$ cat src/rtl/lift53_pkg.sv
// Shared constants and helpers for the LeGall 5/3 lifting pipeline.
package lift53_pkg;

    localparam logic MODE_FWD = 1'b0;
    localparam logic MODE_INV = 1'b1;

    // Internal width: two lifting additions plus rounding need three guard bits.
    function automatic int lift_iw(input int data_w);
        return data_w + 3;
    endfunction

    function automatic logic signed [63:0] lift_floor_shr(input logic signed [63:0] v,
                                                         input int k);
        return v >>> k;
    endfunction

endpackage

$ cat src/rtl/lift53_term.sv
// One lifting term: y = x_mid +/- floor((p + q + rnd) / 2^k), k in {1,2}, rnd in {0,2}.
module lift53_term
    import lift53_pkg::*;
#(
    parameter int IW = 14
) (
    input  logic signed [IW-1:0] x_mid,
    input  logic signed [IW-1:0] p,
    input  logic signed [IW-1:0] q,
    input  logic                 k2,
    input  logic                 add_rnd,
    input  logic                 sub,
    output logic signed [IW-1:0] y
);

    logic signed [IW-1:0] sum;
    logic signed [IW-1:0] fl;

    assign sum = p + q + (add_rnd ? IW'(2) : IW'(0));
    assign fl  = IW'(lift_floor_shr(64'(sum), k2 ? 2 : 1));
    assign y   = sub ? (x_mid - fl) : (x_mid + fl);

endmodule

$ cat src/rtl/lift53_pipe.sv
// Three-stage LeGall 5/3 forward/inverse lifting engine with valid/ready flow control.
// Optional whole-sample symmetric boundary extension when LIFT_SYMEXT_EN is defined.
module lift53_pipe
    import lift53_pkg::*;
#(
    parameter int DATA_W = 11,
    parameter int OUT_W  = 36
) (
    input  logic                    clk,
    input  logic                    rst_n,
    input  logic                    in_valid,
    output logic                    in_ready,
    input  logic                    inv,
    input  logic signed [DATA_W-1:0] x1,
    input  logic signed [DATA_W-1:0] x2,
    input  logic signed [DATA_W-1:0] x3,
    input  logic signed [DATA_W-1:0] x4,
    input  logic signed [DATA_W-1:0] x5,
    input  logic                    in_first,
    input  logic                    in_last,
    output logic                    out_valid,
    input  logic                    out_ready,
    output logic signed [OUT_W-1:0] d3,
    output logic signed [OUT_W-1:0] a2
);

    localparam int IW = lift_iw(DATA_W);

    generate
        if (OUT_W < IW) begin : g_bad_out_w
            $error("lift53_pipe: OUT_W must be at least DATA_W+3");
        end
    endgenerate

    logic en;
    assign en       = out_ready | ~out_valid;
    assign in_ready = en;

    logic signed [IW-1:0] e1, e2, e3, e4, e5;
    logic signed [IW-1:0] s1, s2, s4, s5;
    assign e1 = IW'(x1);
    assign e2 = IW'(x2);
    assign e3 = IW'(x3);
    assign e4 = IW'(x4);
    assign e5 = IW'(x5);

`ifdef LIFT_SYMEXT_EN
    // Both mirrors read the original samples, so first&last collapses around x3.
    assign s1 = in_first ? e5 : e1;
    assign s2 = in_first ? e4 : e2;
    assign s4 = in_last  ? e2 : e4;
    assign s5 = in_last  ? e1 : e5;
`else
    logic unused_bnd;
    assign unused_bnd = in_first | in_last;
    assign s1 = e1;
    assign s2 = e2;
    assign s4 = e4;
    assign s5 = e5;
`endif

    logic signed [IW-1:0]    w1_p1, w2_p1, w3_p1, w4_p1, w5_p1;
    logic                    inv_p1, vld_p1;
    logic signed [IW-1:0]    tl_p2, tr_p2, x3_p2;
    logic                    inv_p2, vld_p2;
    logic signed [OUT_W-1:0] d3_p3, a2_p3;
    logic                    vld_p3;

    // Stage 2: forward predicts with (p+q)/2, inverse undoes update with (p+q+2)/4.
    logic signed [IW-1:0] tl, tr, tf;
    lift53_term #(.IW(IW)) u_term_left (
        .x_mid(w2_p1), .p(w1_p1), .q(w3_p1),
        .k2(inv_p1 == MODE_INV), .add_rnd(inv_p1 == MODE_INV), .sub(1'b1), .y(tl)
    );
    lift53_term #(.IW(IW)) u_term_right (
        .x_mid(w4_p1), .p(w3_p1), .q(w5_p1),
        .k2(inv_p1 == MODE_INV), .add_rnd(inv_p1 == MODE_INV), .sub(1'b1), .y(tr)
    );

    // Stage 3: forward updates with (p+q+2)/4, inverse predicts with (p+q)/2.
    lift53_term #(.IW(IW)) u_term_final (
        .x_mid(x3_p2), .p(tl_p2), .q(tr_p2),
        .k2(inv_p2 == MODE_FWD), .add_rnd(inv_p2 == MODE_FWD), .sub(1'b0), .y(tf)
    );

    always_ff @(posedge clk or negedge rst_n) begin
        if (!rst_n) begin
            vld_p1 <= 1'b0;
            vld_p2 <= 1'b0;
            vld_p3 <= 1'b0;
            inv_p1 <= MODE_FWD;
            inv_p2 <= MODE_FWD;
            w1_p1  <= '0;
            w2_p1  <= '0;
            w3_p1  <= '0;
            w4_p1  <= '0;
            w5_p1  <= '0;
            tl_p2  <= '0;
            tr_p2  <= '0;
            x3_p2  <= '0;
            d3_p3  <= '0;
            a2_p3  <= '0;
        end else if (en) begin
            vld_p1 <= in_valid;
            vld_p2 <= vld_p1;
            vld_p3 <= vld_p2;
            if (in_valid) begin
                w1_p1  <= s1;
                w2_p1  <= s2;
                w3_p1  <= e3;
                w4_p1  <= s4;
                w5_p1  <= s5;
                inv_p1 <= inv;
            end
            if (vld_p1) begin
                tl_p2  <= tl;
                tr_p2  <= tr;
                x3_p2  <= w3_p1;
                inv_p2 <= inv_p1;
            end
            if (vld_p2) begin
                d3_p3 <= OUT_W'((inv_p2 == MODE_INV) ? tf : tr_p2);
                a2_p3 <= OUT_W'((inv_p2 == MODE_INV) ? tl_p2 : tf);
            end
        end
    end

    assign out_valid = vld_p3;
    assign d3        = d3_p3;
    assign a2        = a2_p3;

endmodule

$ cat config.mk
export PLATFORM = sky130hd
export DESIGN_NAME = lift53_pipe
export DESIGN_NICKNAME = d
export VERILOG_FILES = /design/src/rtl/lift53_pkg.sv /design/src/rtl/lift53_term.sv /design/src/rtl/lift53_pipe.sv
export SDC_FILE = /design/constraint.sdc
export NUM_CORES = 1
export LEC_CHECK = 0
export BUFFER_PORTS_ARGS = -buffer_cell sky130_fd_sc_hd__buf_4
export CELL_PAD_IN_SITES_DETAIL_PLACEMENT = 1
export CELL_PAD_IN_SITES_GLOBAL_PLACEMENT = 1
export CORE_MARGIN = 2
export CORE_UTILIZATION = 45
export DETAILED_ROUTE_END_ITERATION = 10
export PLACE_DENSITY = 0.78
export SETUP_SLACK_MARGIN = 0.5
export SLEW_MARGIN = 5
export SYNTH_ARGS = -nofsm -noshare
export SYNTH_HDL_FRONTEND = slang
export SYNTH_SLANG_ARGS = --single-unit
$ cat constraint.sdc
create_clock -name clk -period 5.6 [get_ports clk]
set_input_delay 1.4 -clock clk [delete_from_list [all_inputs] [get_ports clk]]
set_output_delay 1.4 -clock clk [all_outputs]
set_load 0.05 [all_outputs]
==> metrics <==
Post-DP HPWL around 17000 um; fin crit share 0.848; CTS sink cnt roughly 130; I/O Buffers about 130; measured slew at the worst slew-check pin around 0.95 ns; placed cell areas between 10000 and 15000 sq um; Main synth FF type dfrtp_1; Compound-Gate Fraction of Synth Area 0.147; Slew Viols, Final 0; post-synthesis sequential area ratio 0.343; setup bufs post-CTS 0; RSZ-0062 raised after global routing no; initial core utilization 0.457; synth-to-layout area growth 16.5%; I/O pin total approximately 140; Via density 5.42; DRT iter0 DRCs 257; Post-Syn Instances roughly 930; layout filler cell count between 2000 and 2500; top post-synthesis cells by area dfrtp_1, ha_1, mux2_2; initial antenna violation count 0; Setup WS pre-CTS around 0.85 ns; Setup CP Type flop to flop; mux cell area share after synthesis 0.127; first-pass GRT wire length between 30000 and 40000 um; vias in the first global route about 7300; area share of the largest cell type after synthesis 0.343; number of distinct library cells after synthesis 64; diodes inserted 0; Post-Syn Nets around 1100; Tot GR Track Use 0.215; FF/Latch Area 3180 sq um; Chip Width about 150 um; CTS Hold Bufs 0; CP Launch Type flop; Post-Synth Simple-Gate Area 0.104; syn avg cell area between 9 and 10 sq um; final worst slack roughly 0.85 ns; Synth Register Bits about 130; Worst-Skew Late Latency about 0.43 ns; Worst-path clk slew ~0.060 ns; # H-tree levels 4; worst path arrival time 5.10 ns; Max Cap Viol 0; Rows 52; final hold vios 0; Post-synth ARST share 1.00; Post-CTS Resized 0; xor/xnor share of the synthesized area 0.0557; leading area contributor after synthesis dfrtp_1; ANT nets after route 0; GP Congestion between 0.8 and 0.9; largest family of logic cells by synthesized area adder cells; Final nets 1184; design area 10800 sq um; Setup TNS Final 0 ns; DR pass1 iterations 4; Post-synth EDFFs 0; Overflow after GRT 0; WL final roughly 22000 um; Crit Path Max Fanout 5; CTS tree done; Slew headroom 0.365; clock buffer depth 2; DRC Markers 0; Final Skew around 0.014 ns; largest net degree at the start of global routing 53; DIE AREA about 22000 sq um; vias post-DR about 7000; mapped cell area a little over 9000 sq um; area of the multi-input gates ~5500 sq um; Core Area 20200 sq um; final setup fails 0; Clock Root Buffer clkbuf_16; status complete, no violations; WL/cell 17.3 um; share of cells above drive strength 1 0.250; Req. time, crit path between 5 and 6 ns; total number of yosys warnings 0; FMAX 0.211 GHz; adder-cell share of the synthesized area 0.157; Chip Height 147 um; shortest period the worst path allows approximately 4.7 ns; worst hold path type flop to flop; TritonCTS Buffers 17; CP endpoint kind flop
==> layout make-up <==
class	count	share of cell area
clock buffers	25	0.0469
clock inverters	6	0.00743
flip-flops and latches	127	0.295
multi-input cells	685	0.508
well taps	270	0.0313
repair buffers	140	0.0975
inverters	40	0.0139
==> logic make-up after synthesis <==
logic type               count (synthesis)
buffers and inverters                  116
AND/OR/NAND/NOR                        194
XOR/XNOR                                58
adder cells (fa/ha/maj)                111
flip-flops                             127
AO/OA/AOI/OAI                          214
multiplexers                           108
==> registers in the layout, summed over array words and instances (netlist names) <==
signal	cells
inv_p2	1
out_valid	1
a2	14
w3_p1	11
w2_p1	11
w4_p1	11
vld_p2	1
x3_p2	11
vld_p1	1
d3	14
w1_p1	11
w5_p1	11
tr_p2	14
inv_p1	1
tl_p2	14
==> metal layers <==
layer	routed length (um)	track usage	share of wire	vias to the layer above
met5	0	0	0	-
met4	388	0.0673	0.017	0
li1	-	-	-	3439
met3	778	0.0327	0.035	28
met1	10700	0.294	0.48	3400
met2	10500	0.354	0.47	142
==> synthesized netlist by cell type (4+ instances only) <==
| cell type | count |
|---|---|
| dfrtp_1 | 127 |
| ha_1 | 102 |
| nand2_1 | 79 |
| mux2_2 | 74 |
| o21ai_0 | 66 |
| a21oi_1 | 58 |
| buf_4 | 44 |
| inv_1 | 40 |
| xnor2_1 | 35 |
| mux2i_1 | 33 |
| nor2_1 | 28 |
| a21o_1 | 24 |
| clkbuf_1 | 23 |
| xor2_1 | 22 |
| nand3_1 | 16 |
| nand2b_1 | 10 |
| fa_1 | 9 |
| nand4_1 | 9 |
| nor2b_1 | 9 |
| o21ai_1 | 9 |
| o21bai_1 | 9 |
| and3_1 | 7 |
| and2_1 | 6 |
| buf_1 | 6 |
| nor3_1 | 6 |
| o21a_1 | 6 |
| nor4_1 | 5 |
| o31ai_1 | 5 |
| a211oi_1 | 4 |
| a221oi_1 | 4 |
| nor3b_1 | 4 |
| or4_1 | 4 |
==> placed cells by master, fill, tap and decap left out, types with 10 or more instances in the layout <==
master     count
xnor2_1       35
ha_1         102
nand2_1       77
inv_1         40
xor2_1        22
mux2_2        74
o21ai_0       66
buf_4        140
nor2_1        28
dfrtp_1      127
clkbuf_16     17
a21oi_1       58
nand3_1       16
mux2i_1       33
nand2b_1      10
a21o_1        24
==> path summary, 6_finish.rpt <==
path                       startpoint  endpoint  slack, ns  cells past startpoint
max                          tl_p2[1]    d3[34]       0.85                     21
min                             a2[6]     a2[6]       0.48                      2
max reg2reg                  tl_p2[1]    d3[34]       0.85                     21
min reg2reg                     a2[6]     a2[6]       0.48                      2
max in group asynchronous       rst_n  w1_p1[3]       3.69                      2
min in group asynchronous       rst_n     d3[0]       0.92                      1
==> through the flow <==
step | std cells | utilization | hold WS [ns]
2_1_floorplan | 928 | - | 0.451
3_3_place_gp | 1262 | 0.504 | 0.462
5_1_grt | 1293 | 0.533 | 0.500
4_1_cts | 1293 | 0.533 | 0.482
3_5_place_dp | 1262 | 0.504 | 0.470
6_report | 1293 | 0.533 | 0.478
==> worst max-delay path: stages, from the launching register on <==
cell and delay, ns:
dfrtp_1 0.39, inv_1 0.08, fa_1 0.53, inv_1 0.04, ha_1 0.20, inv_1 0.07
fa_1 0.24, nor2b_4 0.06, o31a_4 0.30, o31ai_4 0.35, o21bai_1 0.10, a21oi_1 0.18
xor2_1 0.19, mux2i_1 0.10, ha_1 0.41, a21o_1 0.16, a21oi_1 0.08, nor3b_1 0.15
a221oi_1 0.36, xor2_1 0.18, or4_1 0.42, nand3_1 0.09
Power is left out: the tool's default activity adds up to more than one toggle a clock period on the data nets, which glitch-free logic cannot reach.
